<file path="src/rtl/lc3_mem_pkg.sv">
// Shared types and default widths for the LC3 unified-memory arbiter.
package lc3_mem_pkg;

    localparam int ADDR_W_DEF = 16;
    localparam int DATA_W_DEF = 16;

    typedef enum logic [1:0] {
        IDLE = 2'd0,
        BUSY = 2'd1,
        DONE = 2'd2
    } arb_state_t;

    typedef enum logic {
        GNT_INSTR = 1'b0,
        GNT_DATA  = 1'b1
    } grant_t;

endpackage

</file>
<file path="src/rtl/lc3_mem_watchdog.sv">
// Busy-cycle watchdog: counts cycles while enable is high and flags the
// cycle in which the TIMEOUT-th consecutive enabled cycle is reached.
// TIMEOUT = 0 removes the counter and never flags.
module lc3_mem_watchdog #(
    parameter int TIMEOUT = 64
) (
    input  logic clk,
    input  logic rst_n,
    input  logic srst,
    input  logic clear,
    input  logic enable,
    output logic timeout
);

    localparam int CNT_W = (TIMEOUT > 1) ? $clog2(TIMEOUT + 1) : 1;

    generate
        if (TIMEOUT == 0) begin : g_off
            logic unused_s;
            assign unused_s = &{1'b0, clk, rst_n, srst, clear, enable};
            assign timeout  = 1'b0;
        end else begin : g_on
            logic [CNT_W-1:0] cnt_r;

            // Busy-cycle counter, saturating at TIMEOUT, cleared whenever not busy.
            always_ff @(posedge clk or negedge rst_n) begin
                if (!rst_n) begin
                    cnt_r <= {CNT_W{1'b0}};
                end else if (srst || clear) begin
                    cnt_r <= {CNT_W{1'b0}};
                end else if (enable && (cnt_r != CNT_W'(TIMEOUT))) begin
                    cnt_r <= cnt_r + CNT_W'(1);
                end else begin
                    cnt_r <= cnt_r;
                end
            end

            // The current cycle is the TIMEOUT-th busy cycle.
            assign timeout = enable && (cnt_r == CNT_W'(TIMEOUT - 1));
        end
    endgenerate

endmodule

</file>
<file path="src/rtl/lc3_mem_arbiter.sv">
// Arbiter sharing one memory port between LC3 instruction fetch and the
// MEM-stage data access. One access at a time: IDLE -> BUSY -> DONE -> IDLE.
// Data normally wins ties; a fetch that has been passed over STARVE_LIMIT
// times wins the next tie.
module lc3_mem_arbiter
    import lc3_mem_pkg::*;
#(
    parameter int ADDR_W       = ADDR_W_DEF,
    parameter int DATA_W       = DATA_W_DEF,
    parameter int STARVE_LIMIT = 4,
    parameter int TIMEOUT      = 64
) (
    input  logic              clock,
    input  logic              reset,
    input  logic              srst,
    input  logic              instrmem_rd,
    input  logic [ADDR_W-1:0] PC,
    output logic [DATA_W-1:0] instr_dout,
    output logic              complete_instr,
    input  logic              Data_en,
    input  logic              Data_rd,
    input  logic [ADDR_W-1:0] Data_addr,
    input  logic [DATA_W-1:0] Data_din,
    output logic [DATA_W-1:0] Data_dout,
    output logic              complete_data,
    output logic              mem_en,
    output logic              mem_rd,
    output logic [ADDR_W-1:0] mem_addr,
    output logic [DATA_W-1:0] mem_din,
    input  logic [DATA_W-1:0] mem_dout,
    input  logic              mem_complete,
    output logic              mem_err
);

    localparam int                STARVE_W   = $clog2(STARVE_LIMIT + 1);
    localparam logic [STARVE_W-1:0] STARVE_MAX = STARVE_W'(STARVE_LIMIT);

    arb_state_t          state_r;
    grant_t              grant_r;
    logic [STARVE_W-1:0] starve_cnt_r;
    logic                busy_s;
    logic                data_win_s;
    logic                wd_timeout_s;

    assign busy_s = (state_r == BUSY);

    lc3_mem_watchdog #(
        .TIMEOUT (TIMEOUT)
    ) u_watchdog (
        .clk     (clock),
        .rst_n   (reset),
        .srst    (srst),
        .clear   (!busy_s),
        .enable  (busy_s),
        .timeout (wd_timeout_s)
    );

    // Data wins any request cycle unless a starved fetch is also waiting.
    always_comb begin
        data_win_s = 1'b0;
        if (Data_en && !(instrmem_rd && (starve_cnt_r == STARVE_MAX))) begin
            data_win_s = 1'b1;
        end else begin
            data_win_s = 1'b0;
        end
    end

    // Arbiter FSM with starvation counter and all registered outputs.
    always_ff @(posedge clock or negedge reset) begin
        if (!reset) begin
            state_r        <= IDLE;
            grant_r        <= GNT_INSTR;
            starve_cnt_r   <= {STARVE_W{1'b0}};
            mem_en         <= 1'b0;
            mem_rd         <= 1'b0;
            mem_addr       <= {ADDR_W{1'b0}};
            mem_din        <= {DATA_W{1'b0}};
            instr_dout     <= {DATA_W{1'b0}};
            Data_dout      <= {DATA_W{1'b0}};
            complete_instr <= 1'b0;
            complete_data  <= 1'b0;
            mem_err        <= 1'b0;
        end else if (srst) begin
            state_r        <= IDLE;
            grant_r        <= GNT_INSTR;
            starve_cnt_r   <= {STARVE_W{1'b0}};
            mem_en         <= 1'b0;
            mem_rd         <= 1'b0;
            mem_addr       <= {ADDR_W{1'b0}};
            mem_din        <= {DATA_W{1'b0}};
            instr_dout     <= {DATA_W{1'b0}};
            Data_dout      <= {DATA_W{1'b0}};
            complete_instr <= 1'b0;
            complete_data  <= 1'b0;
            mem_err        <= 1'b0;
        end else begin
            case (state_r)
                IDLE: begin
                    if (data_win_s) begin
                        state_r  <= BUSY;
                        grant_r  <= GNT_DATA;
                        mem_en   <= 1'b1;
                        mem_rd   <= Data_rd;
                        mem_addr <= Data_addr;
                        mem_din  <= Data_rd ? {DATA_W{1'b0}} : Data_din;
                        if (instrmem_rd && (starve_cnt_r != STARVE_MAX)) begin
                            starve_cnt_r <= starve_cnt_r + STARVE_W'(1);
                        end
                    end else if (instrmem_rd) begin
                        state_r      <= BUSY;
                        grant_r      <= GNT_INSTR;
                        mem_en       <= 1'b1;
                        mem_rd       <= 1'b1;
                        mem_addr     <= PC;
                        mem_din      <= {DATA_W{1'b0}};
                        starve_cnt_r <= {STARVE_W{1'b0}};
                    end
                end
                BUSY: begin
                    if (mem_complete) begin
                        state_r <= DONE;
                        mem_en  <= 1'b0;
                        if (grant_r == GNT_DATA) begin
                            complete_data <= 1'b1;
                            if (mem_rd) begin
                                Data_dout <= mem_dout;
                            end
                        end else begin
                            complete_instr <= 1'b1;
                            instr_dout     <= mem_dout;
                        end
                    end else if (wd_timeout_s) begin
                        state_r <= DONE;
                        mem_en  <= 1'b0;
                        mem_err <= 1'b1;
                        if (grant_r == GNT_DATA) begin
                            complete_data <= 1'b1;
                            Data_dout     <= {DATA_W{1'b0}};
                        end else begin
                            complete_instr <= 1'b1;
                            instr_dout     <= {DATA_W{1'b0}};
                        end
                    end
                end
                DONE: begin
                    state_r        <= IDLE;
                    complete_instr <= 1'b0;
                    complete_data  <= 1'b0;
                    mem_err        <= 1'b0;
                end
                default: begin
                    state_r        <= IDLE;
                    mem_en         <= 1'b0;
                    complete_instr <= 1'b0;
                    complete_data  <= 1'b0;
                    mem_err        <= 1'b0;
                end
            endcase
        end
    end

endmodule

</file>
<file path="config.mk">
export PLATFORM = sky130hd
export DESIGN_NAME = lc3_mem_arbiter
export DESIGN_NICKNAME = d
export VERILOG_FILES = /design/src/rtl/lc3_mem_pkg.sv /design/src/rtl/lc3_mem_watchdog.sv /design/src/rtl/lc3_mem_arbiter.sv
export SDC_FILE = /design/constraint.sdc
export NUM_CORES = 1
export LEC_CHECK = 0
export ABC_AREA = 0
export CAP_MARGIN = 40
export CORE_MARGIN = 2
export CORE_UTILIZATION = 46
export CTS_BUF_LIST = sky130_fd_sc_hd__clkbuf_4 sky130_fd_sc_hd__clkbuf_8 sky130_fd_sc_hd__clkbuf_16
export DETAILED_ROUTE_END_ITERATION = 8
export GPL_TIMING_DRIVEN = 0
export HOLD_SLACK_MARGIN = 0.05
export PLACE_DENSITY = 0.79
export SETUP_SLACK_MARGIN = 0.4
export SLEW_MARGIN = 20
export SYNTH_ARGS = -nofsm -noshare
export SYNTH_HDL_FRONTEND = slang
export SYNTH_SLANG_ARGS = --single-unit
</file>
<file path="constraint.sdc">
create_clock -name clock -period 2.02 [get_ports clock]
set_input_delay 0.404 -clock clock [delete_from_list [all_inputs] [get_ports clock]]
set_output_delay 0.404 -clock clock [all_outputs]
set_load 0.005 [all_outputs]
</file>
* Yosys cells after proc, flatten, opt, wreduce, memory -nomap -nowiden
Cells that the tools add are included.
Widths: inputs -> output; s select.
** Cells by class
- Reduce and logical (&&, ||, !) cells :: 23
- Equal/unequal tests :: 15
- Add/subtract/negate cells :: 2
- Mux-type cells :: 63
** Operators with widths (count)
- $mux 16 :: 22
- $mux 1 :: 24
- $mux 3 :: 5
- $mux 7 :: 2
- $reduce_and 3->1 :: 4
- $mux 2 :: 5
- $ne 3x3->1 const B :: 3
- $reduce_bool 2->1 :: 4
- $add 7x1->7 const B :: 1
- $eq 7x6->1 const B :: 1
- $ne 7x7->1 const B :: 1
- $ne 2x2->1 const B :: 3
- $ne 3x2->1 const B :: 2
- $pmux 1 s2 :: 3
- $reduce_and 2->1 :: 3
- $reduce_bool 3->1 :: 2
- $logic_and 1x1->1 :: 5
- $ne 4x3->1 const B :: 1
- $ne 4x4->1 const B :: 1
- $pmux 2 s2 :: 1
- $reduce_and 4->1 :: 1
- $add 3x1->3 const B :: 1
- $eq 3x3->1 const B :: 1
- $pmux 1 s3 :: 1
- other kinds (5) :: 6
** Storage, ports and cells
- Flip-flop bits (word level) :: 82
- Logic and storage cells :: 116

* Depth between registers and ports, before layout
Gate-level depths: netlist of the first run.
- Word-level depth :: 8
- Depth in mapped cells :: 7

* Cells and area by module
A second synthesis of the first run with hierarchy kept.
** Second synthesis, totals
- Cells, all modules :: 376
- Area, all modules :: 3991.3 µm²
** By module, submodules not included
- lc3_mem_arbiter :: area an instance 3595.9 µm², times used 1, sequential area each 1876.8 µm², cells each 336
- lc3_mem_watchdog :: area an instance 395.4 µm², times used 1, sequential area each 175.2 µm², cells each 40

* Worst setup path before layout of the first run
No wires, ideal clock.
- Path kind :: register to register
- Start point :: reg starve_cnt_r[0]
- End point :: reg mem_din[10]
- Setup time :: 65 ps
- Arrival time :: 1518 ps
- Path slack :: 437 ps
- Cell stages (with the launch flop) :: 8
- Buffers on the path :: 2
- Cell sequence :: dfrtp_1 inv_1 ha_1 and3_1 buf_2 nor4_4 buf_4 a22o_1
** Between the ends
- Word-level cells in the longest chain between the ends :: 8
** RTL lines
- from (decl) :: line lc3_mem_arbiter.sv:40 : logic [STARVE_W-1:0] starve_cnt_r;
- from (signal assigned) :: line lc3_mem_arbiter.sv:73 : starve_cnt_r <= {STARVE_W{1'b0}};
- from (signal assigned) :: line lc3_mem_arbiter.sv:86 : starve_cnt_r <= {STARVE_W{1'b0}};
- from (signal assigned) :: line lc3_mem_arbiter.sv:107 : starve_cnt_r <= starve_cnt_r + STARVE_W'(1);
- $eq 3x3->1 (*) :: line lc3_mem_arbiter.sv:61 : if (Data_en && !(instrmem_rd && (starve_cnt_r == STARVE_MAX))) begin
- $logic_and 1x1->1 (*) :: line lc3_mem_arbiter.sv:61
- $logic_not 1->1 (*) :: line lc3_mem_arbiter.sv:61
- $logic_and 1x1->1 (*) :: line lc3_mem_arbiter.sv:61
- $mux 1 (*) :: line lc3_mem_arbiter.sv:61
- $mux 16 :: line lc3_mem_arbiter.sv:99 : if (data_win_s) begin
- $mux 16 :: line lc3_mem_arbiter.sv:97 : case (state_r)
- $mux 16 :: line lc3_mem_arbiter.sv:83 : end else if (srst) begin
- to (signal assigned) :: line lc3_mem_arbiter.sv:77 : mem_din <= {DATA_W{1'b0}};
- to (signal assigned) :: line lc3_mem_arbiter.sv:90 : mem_din <= {DATA_W{1'b0}};
- to (signal assigned) :: line lc3_mem_arbiter.sv:105 : mem_din <= Data_rd ? {DATA_W{1'b0}} : Data_din;
- to (decl) :: line lc3_mem_arbiter.sv:29 : output logic [DATA_W-1:0] mem_din,
Mark *: on every way between the ends. The rest lies on a longest branch, timed or not. The select of a mux whose other input is x is not followed.
A chain may end at the register's enable or synchronous reset.

* Final worst setup path of the first run
- Start point :: in mem_complete
- End point :: reg instr_dout[14]
** Between the ends
- Word-level cells in the longest chain between the ends :: 3
** RTL lines
- from (decl) :: line lc3_mem_arbiter.sv:31 : input logic mem_complete,
- $mux 16 :: line lc3_mem_arbiter.sv:120 : if (mem_complete) begin
- $mux 16 :: line lc3_mem_arbiter.sv:97
- $mux 16 :: line lc3_mem_arbiter.sv:83
- to (signal assigned) :: line lc3_mem_arbiter.sv:78 : instr_dout <= {DATA_W{1'b0}};
- to (signal assigned) :: line lc3_mem_arbiter.sv:91 : instr_dout <= {DATA_W{1'b0}};
- to (signal assigned) :: line lc3_mem_arbiter.sv:130 : instr_dout <= mem_dout;
- to (decl) :: line lc3_mem_arbiter.sv:18 : output logic [DATA_W-1:0] instr_dout,
Several ways; a longest one is shown, not always the timed one. The select of a mux whose other input is x is not followed.

==> summary.txt, run 1 <==
Outcome
  – Status: finished clean

Placed design
  – Detailed Place HPWL: 8750 um
  – GPL Wtd Cong: 0.833
  – Dpl ws: -0.186 ns
  – Number of buffers inserted by port buffering: 138
  – Dpl cell area: 5690 um2

STA
  – Final hold slack: 0.502 ns
  – Slew @ Worst Pin: 0.656 ns
  – Setup TNS Final: 0 ns
  – RSZ-0062 raised after global routing: yes
  – Fin worst setup slack: 0.377 ns
  – Worst clock skew: 0.00553 ns
  – Final Max Slew Viols: 0
  – Tmin final: 1.64 ns
  – Final clock period utilization by the worst path: 81.3%
  – Final Setup Violations: 0
  – Max Fclk: 609 MHz
  – Final hold vios: 0
  – Rel. slew slack: 56.2%

Floorplanning
  – # rows: 34
  – Initial core utilization: 47.6%
  – Die Wd: 99.0 um
  – Num ports: 140
  – Die Ht: 99.0 um
  – Core box area: 8720 um2
  – Die ar.: 9790 um2

Routing
  – Routed len/inst: 18.7 um
  – Via density: 5.87
  – Vias: 4099
  – 1st-pass router iterations: 7
  – Post-Route WL: 13100 um
  – Post-route ant nets: 0
  – Initial DRC Count: 210
  – DRC viols: 0

Cells and area
  – Layout Nets: 660
  – Filler cells: 652
  – Area grow syn2layout: 51.2%
  – Layout cells sized above 1: 19.7%
  – Finished Cell Area: 6270 um2
  – Ant diodes: 0

Clocking
  – Clk_lat worst skew: 0.35 ns
  – Clock Tree Buf Depth: 2
  – CTS Sinks: 82
  – Root Driver: clkbuf_8
  – CTS clock-pin slew for the worst setup and hold paths: 0.09 ns
  – TritonCTS clock tree: built
  – CTS HTree Levels: 3
  – CTS buffer count: 9

Critical path
  – CP max-delay cell: dlygate4sd2_1
  – Critical Path Sink Type: register
  – Crit-path cells: dlygate4sd2_1 > nor4bb_4 > buf_6 > buf_8 > a21oi_1 > a311oi_2
  – CP max stage delay: 0.41 ns
  – Critical Path Start Type: primary input
  – Maximum fanout along the worst path: 7
  – Crit path kind: primary input to register
  – Crit path arrival time: 1.89 ns
  – Required time worst endpoint: 2.27 ns

Yosys
  – Commonest register cell after synthesis: dfrtp_1
  – Asr flop ratio synth: 100%
  – Distinct cells, synth: 54
  – Sequential share of the synthesized area: 49.5%
  – EDFF count, synth: 0
  – Yosys reg bits: 82
  – Syn Std Cell Area: 4150 um2
  – Post-Synthesis Net Count: 473
  – Cells after synthesis: 398
  – Mean Syn Cell Area: 10.4 um2
  – Yosys warning count: 0

GRT
  – Largest net degree at the start of global routing: 55
  – Initial antenna violation count: 0
  – GRT Util Overall: 26.3%
  – GR Overflow Total: 0
  – Vias in the first global route: 4051
  – Global-route wire length before repair: 20700 um

Power
  – Peak supply drop: 478 uV
  – Pwr dens: 607 nW/um2
  – Leakage: 2.91 nW
  – Overall Power: 3.81 mW

Run
  – Max-cap violations: 0

Worst hold path
  – Hold Crit Class: register to register
-- layout by cell type, fill, tap and decap left out, drive strengths merged, types with 16 or more instances in the layout --
cell,Yosys,routed
a21oi,39,39
a22o,17,17
a311oi,32,32
a32oi,16,16
buf,21,60
clkbuf,15,23
clkdlybuf4s50,0,65
dfrtp,82,82
dlygate4sd2,0,69
nand2,22,22
nand2b,18,18
nand3,20,20
nor2b,18,18
o21ai,38,38
-- critical path: cells and delay by family --
family | cells | cell delay [ns]
buf+inv | 3 | 0.71
simple gates | 1 | 0.38
compound gates | 2 | 0.39
-- state kept, by name, summed over array words and instances (netlist names) --
| signal | flops |
|---|---|
| Data_dout | 16 |
| instr_dout | 16 |
| mem_addr | 16 |
| mem_din | 16 |
| u_watchdog.g_on.cnt_r | 7 |
| starve_cnt_r | 3 |
| state_r | 2 |
| complete_data | 1 |
| complete_instr | 1 |
| grant_r | 1 |
| mem_en | 1 |
| mem_err | 1 |
| mem_rd | 1 |
-- cells by family after synthesis --
logic type      count (synthesis)  synth area share, %
compound gates                153                 26.2
simple gates                  113                 16.0
flops                          82                 49.5
buf+inv                        43                 6.43
fa+ha+maj                       4                 1.21
xor+xnor                        2                0.422
mux                             1                0.241
-- final cells by class --
type                            instances  area [um2]  area share (%)
Tap cell                              108         135            2.15
Buffer                                 37         305            4.87
Multi-Input combinational cell        273        1950            31.1
Inverter                                6        22.5           0.359
Clock inverter                          7        53.8           0.858
Sequential cell                        82        2050            32.8
Clock buffer                            9         124            1.97
Timing Repair Buffer                  176        1630            25.9
-- final timing paths --
check | endpoint | startpoint | slack [ns] | depth (start not counted)
min | mem_err$_DFFE_PN0P_ | mem_err$_DFFE_PN0P_ | 0.50 | 1
max in group asynchronous | mem_addr[13]$_DFFE_PN0P_ | reset | 0.89 | 3
max | instr_dout[14]$_DFFE_PN0P_ | mem_complete | 0.38 | 6
min in group asynchronous | mem_addr[9]$_DFFE_PN0P_ | reset | 0.52 | 2
min reg2reg | mem_err$_DFFE_PN0P_ | mem_err$_DFFE_PN0P_ | 0.50 | 1
max reg2reg | instr_dout[14]$_DFFE_PN0P_ | grant_r$_DFFE_PN0P_ | 0.42 | 6
-- timing repair --
| item | 4_1_cts | 5_1_grt |
|---|---|---|
| setup endpoints to repair | 126 | 59 |
| gates resized for setup | 91 | 35 |
| pin swaps | 4 | 12 |
| gates cloned | 1 | 1 |
| hold buffers | 1 | 0 |
| hold endpoints to repair | 28 | 0 |
| buffers inserted | 24 | 10 |
-- synthesized netlist by cell type (3+ instances only) --
library cell,instances,share of area [%]
nand2_1,22,2.0
nand2b_1,18,2.7
o21ai_0,29,3.5
buf_4,5,0.91
o21ai_1,9,1.1
a21oi_1,38,4.6
a311oi_1,25,5.3
a32oi_1,16,3.4
a311oi_2,7,2.5
ha_1,4,1.2
buf_2,10,1.2
or3_1,3,0.45
a22o_1,17,3.6
nand3_1,20,2.4
nor2_1,7,0.63
nor2b_1,18,2.7
buf_6,4,1.1
inv_1,6,0.54
dfrtp_1,82,49
clkbuf_1,12,1.1
-- stage by stage --
stage / std cells / util [%]
3_3_place_gp: 644 / 64.9
5_1_grt: 698 / 71.9
2_1_floorplan: 398 / -
6_report: 698 / 71.9
4_1_cts: 687 / 69.4
3_5_place_dp: 645 / 65.2
-- layer usage --
layer | vias to the layer above | global-route usage (%) | wire length [um]
met4 | 0 | 8.96 | 259
met1 | 2028 | 35.1 | 5360
met5 | - | 0 | 0
met2 | 170 | 44.1 | 6740
li1 | 1878 | - | -
met3 | 23 | 4.04 | 714
-- where the power goes --
| part | leakage (nW) | internal (mW) | switching (mW) |
|---|---|---|---|
| Clock | 0.0822 | 0.454 | 0.638 |
| Combinational | 1.72 | 0.476 | 0.442 |
| Sequential | 1.11 | 1.74 | 0.0612 |
| Total | 2.91 | 2.67 | 1.14 |
No activity file was read; power rests on OpenSTA's default activity.
==> inputs of run 2 (changes only) <==
Settings changed: CORE_UTILIZATION 46 to 42, PLACE_DENSITY 0.79 to 0.76.
Clock period 2.02 ns to 1.36 ns, I/O delays scaled along.
==> run 2 against run 1 <==
Compared with the run above:
- the flow now finishes with violations (hold timing, setup timing)
- clock skew up 0.0089 ns
- non-clock buffer count up 72
- clock-buffer cell count up 2
- first-iteration DRC count up 6.7%
- via count up 9.7%
- wire length up 20%
- die area up 9.1%
- final area up 16%
- total power up 66%
- global-route usage about the same
- flip-flop and latch count unchanged
- setup slack worse by 0.70 ns
- largest cell class is now non-clock buffers
- highest routed layer unchanged
==> summary.txt, run 2 (same netlist as run 1, synthesis figures left out) <==
Outcome
  – Status: complete, but fails checks
  – Failing checks: hold timing, setup timing

Clocking
  – CTS clock-pin slew for the worst setup and hold paths: 0.09 ns
  – Clk_lat worst skew: 0.35 ns
  – Root Driver: clkbuf_8
  – CTS Sinks: 82
  – TritonCTS clock tree: built
  – CTS buffer count: 9
  – CTS HTree Levels: 3
  – Clock Tree Buf Depth: 2

Cells and area
  – Ant diodes: 0
  – Layout cells sized above 1: 49.7%
  – Area grow syn2layout: 75.1%
  – Most common cell after layout, fill and taps aside: buf_4
  – Commonest cells after routing, fill and taps aside: buf_4 (86), dfrtp_1 (80), buf_2 (69)
  – Layout Nets: 732
  – Filler cells: 628

Routing
  – Via density: 5.65
  – Post-Route WL: 15700 um
  – Vias: 4495
  – 1st-pass router iterations: 4
  – Post-route ant nets: 0
  – DRC viols: 0
  – Initial DRC Count: 224
  – Routed len/inst: 19.8 um

GRT
  – GR Overflow Total: 0
  – GRT Util Overall: 26.4%
  – Initial antenna violation count: 0
  – Largest net degree at the start of global routing: 49
  – Global-route wire length before repair: 21700 um
  – Vias in the first global route: 4310

Critical path
  – Critical Path Sink Type: register
  – Required time worst endpoint: 1.58 ns
  – Critical Path Start Type: register
  – Crit path kind: register to register
  – Maximum fanout along the worst path: 8
  – Crit path arrival time: 1.91 ns

Placed design
  – Number of buffers inserted by port buffering: 138
  – GPL Wtd Cong: 0.782
  – Detailed Place HPWL: 8570 um

Power
  – Leakage: 3.34 nW
  – Pwr dens: 869 nW/um2
  – Peak supply drop: 552 uV
  – Overall Power: 6.31 mW

Worst hold path
  – Hold Crit Class: primary input to asynchronous set/reset pin

Floorplanning
  – Num ports: 140
  – Die Ht: 103 um
  – # rows: 36
  – Die Wd: 103 um
  – Die ar.: 10700 um2
  – Core box area: 9680 um2
  – Initial core utilization: 42.8%

Run
  – Max-cap violations: 0

STA
  – Final hold vios: 34
  – Final Setup Violations: 79
  – RSZ-0062 raised after global routing: yes
  – Slew @ Worst Pin: 0.723 ns
  – Max Fclk: 593 MHz
  – Setup TNS Final: -13.27 ns
  – Worst clock skew: 0.0145 ns
  – Fin worst setup slack: -0.327 ns
  – Final Max Slew Viols: 0
  – Tmin final: 1.69 ns
  – Final clock period utilization by the worst path: 124%
  – Rel. slew slack: 51.8%
  – Final hold slack: -0.132 ns
[run 2: cell count changes in the layout (fill, tap and decap cells not counted), sizes merged]
cell          before  now
dlymetal6s2s       4    1
bufinv             0    1
dlygate4sd3        1    0
clkbuf            23   26
clkinvlp           3    2
buf               60  201
dlygate4sd2       69    3
inv                8    6
[run 2: metal layers]
layer	vias up	global-route usage (%)	routed length, um
li1	2013	-	-
met1	2261	34.0	6220
met2	189	46.5	8270
met3	32	4.10	868
met4	0	6.78	381
met5	-	0	0
[run 2: final cells by class]
type                            count  area (um2)  share of cell area [%]
Buffer                             37         393                    5.41
Clock buffer                       11         139                    1.91
Tap cell                          133         166                    2.29
Sequential cell                    82        2050                    28.3
Clock inverter                      5        55.1                   0.758
Timing Repair Buffer              248        2040                    28.1
Multi-Input combinational cell    273        2390                    32.9
Inverter                            6        22.5                   0.310
[run 2: what timing repair did]
item                                    4_1_cts  5_1_grt
gates resized for setup                     349       76
pin swaps                                    41       48
endpoints found under the setup margin      151      151
endpoints found under the hold margin        34       34
cloned                                        5        3
buffers inserted                             67       34
[run 2: final timing paths]
| path | from | to | slack [ns] | cells past startpoint |
|---|---|---|---|---|
| min | reset | mem_addr[1]$_DFFE_PN0P_ | -0.13 | 1 |
| max reg2reg | grant_r$_DFFE_PN0P_ | instr_dout[3]$_DFFE_PN0P_ | -0.33 | 6 |
| max | grant_r$_DFFE_PN0P_ | instr_dout[3]$_DFFE_PN0P_ | -0.33 | 6 |
| max in group asynchronous | reset | instr_dout[3]$_DFFE_PN0P_ | 0.87 | 2 |
| min reg2reg | mem_din[6]$_DFFE_PN0P_ | mem_din[6]$_DFFE_PN0P_ | 0.51 | 1 |
| min in group clock | srst | Data_dout[15]$_DFFE_PN0P_ | 0.39 | 4 |
[run 2: where the power goes]
group | internal [mW] | total, mW | switching [mW]
Combinational | 0.956 | 1.81 | 0.851
Clock | 0.886 | 1.82 | 0.939
Sequential | 2.58 | 2.68 | 0.0981
Total | 4.43 | 6.31 | 1.89
[run 2: through the flow]
step	utilization (%)	cell area [um2]	setup WS, ns	hold slack [ns]	instances
6_report	75.0	7260	-0.327	-0.132	795
4_1_cts	68.1	6590	-0.204	-0.116	758
5_1_grt	75.0	7260	-0.381	-0.103	795
2_1_floorplan	-	4380	-0.132	-0.0236	398
3_5_place_dp	61.4	5950	-0.735	0.267	670
3_3_place_gp	61.2	5920	-2.98	0.478	669
[run 2: critical path: stages, from the launching register on]
cell       delay [ns]
dfrtp_1          0.40
buf_6            0.14
nor4bb_4         0.28
buf_6            0.22
clkbuf_16        0.17
nand2_2          0.04
a311oi_1         0.30
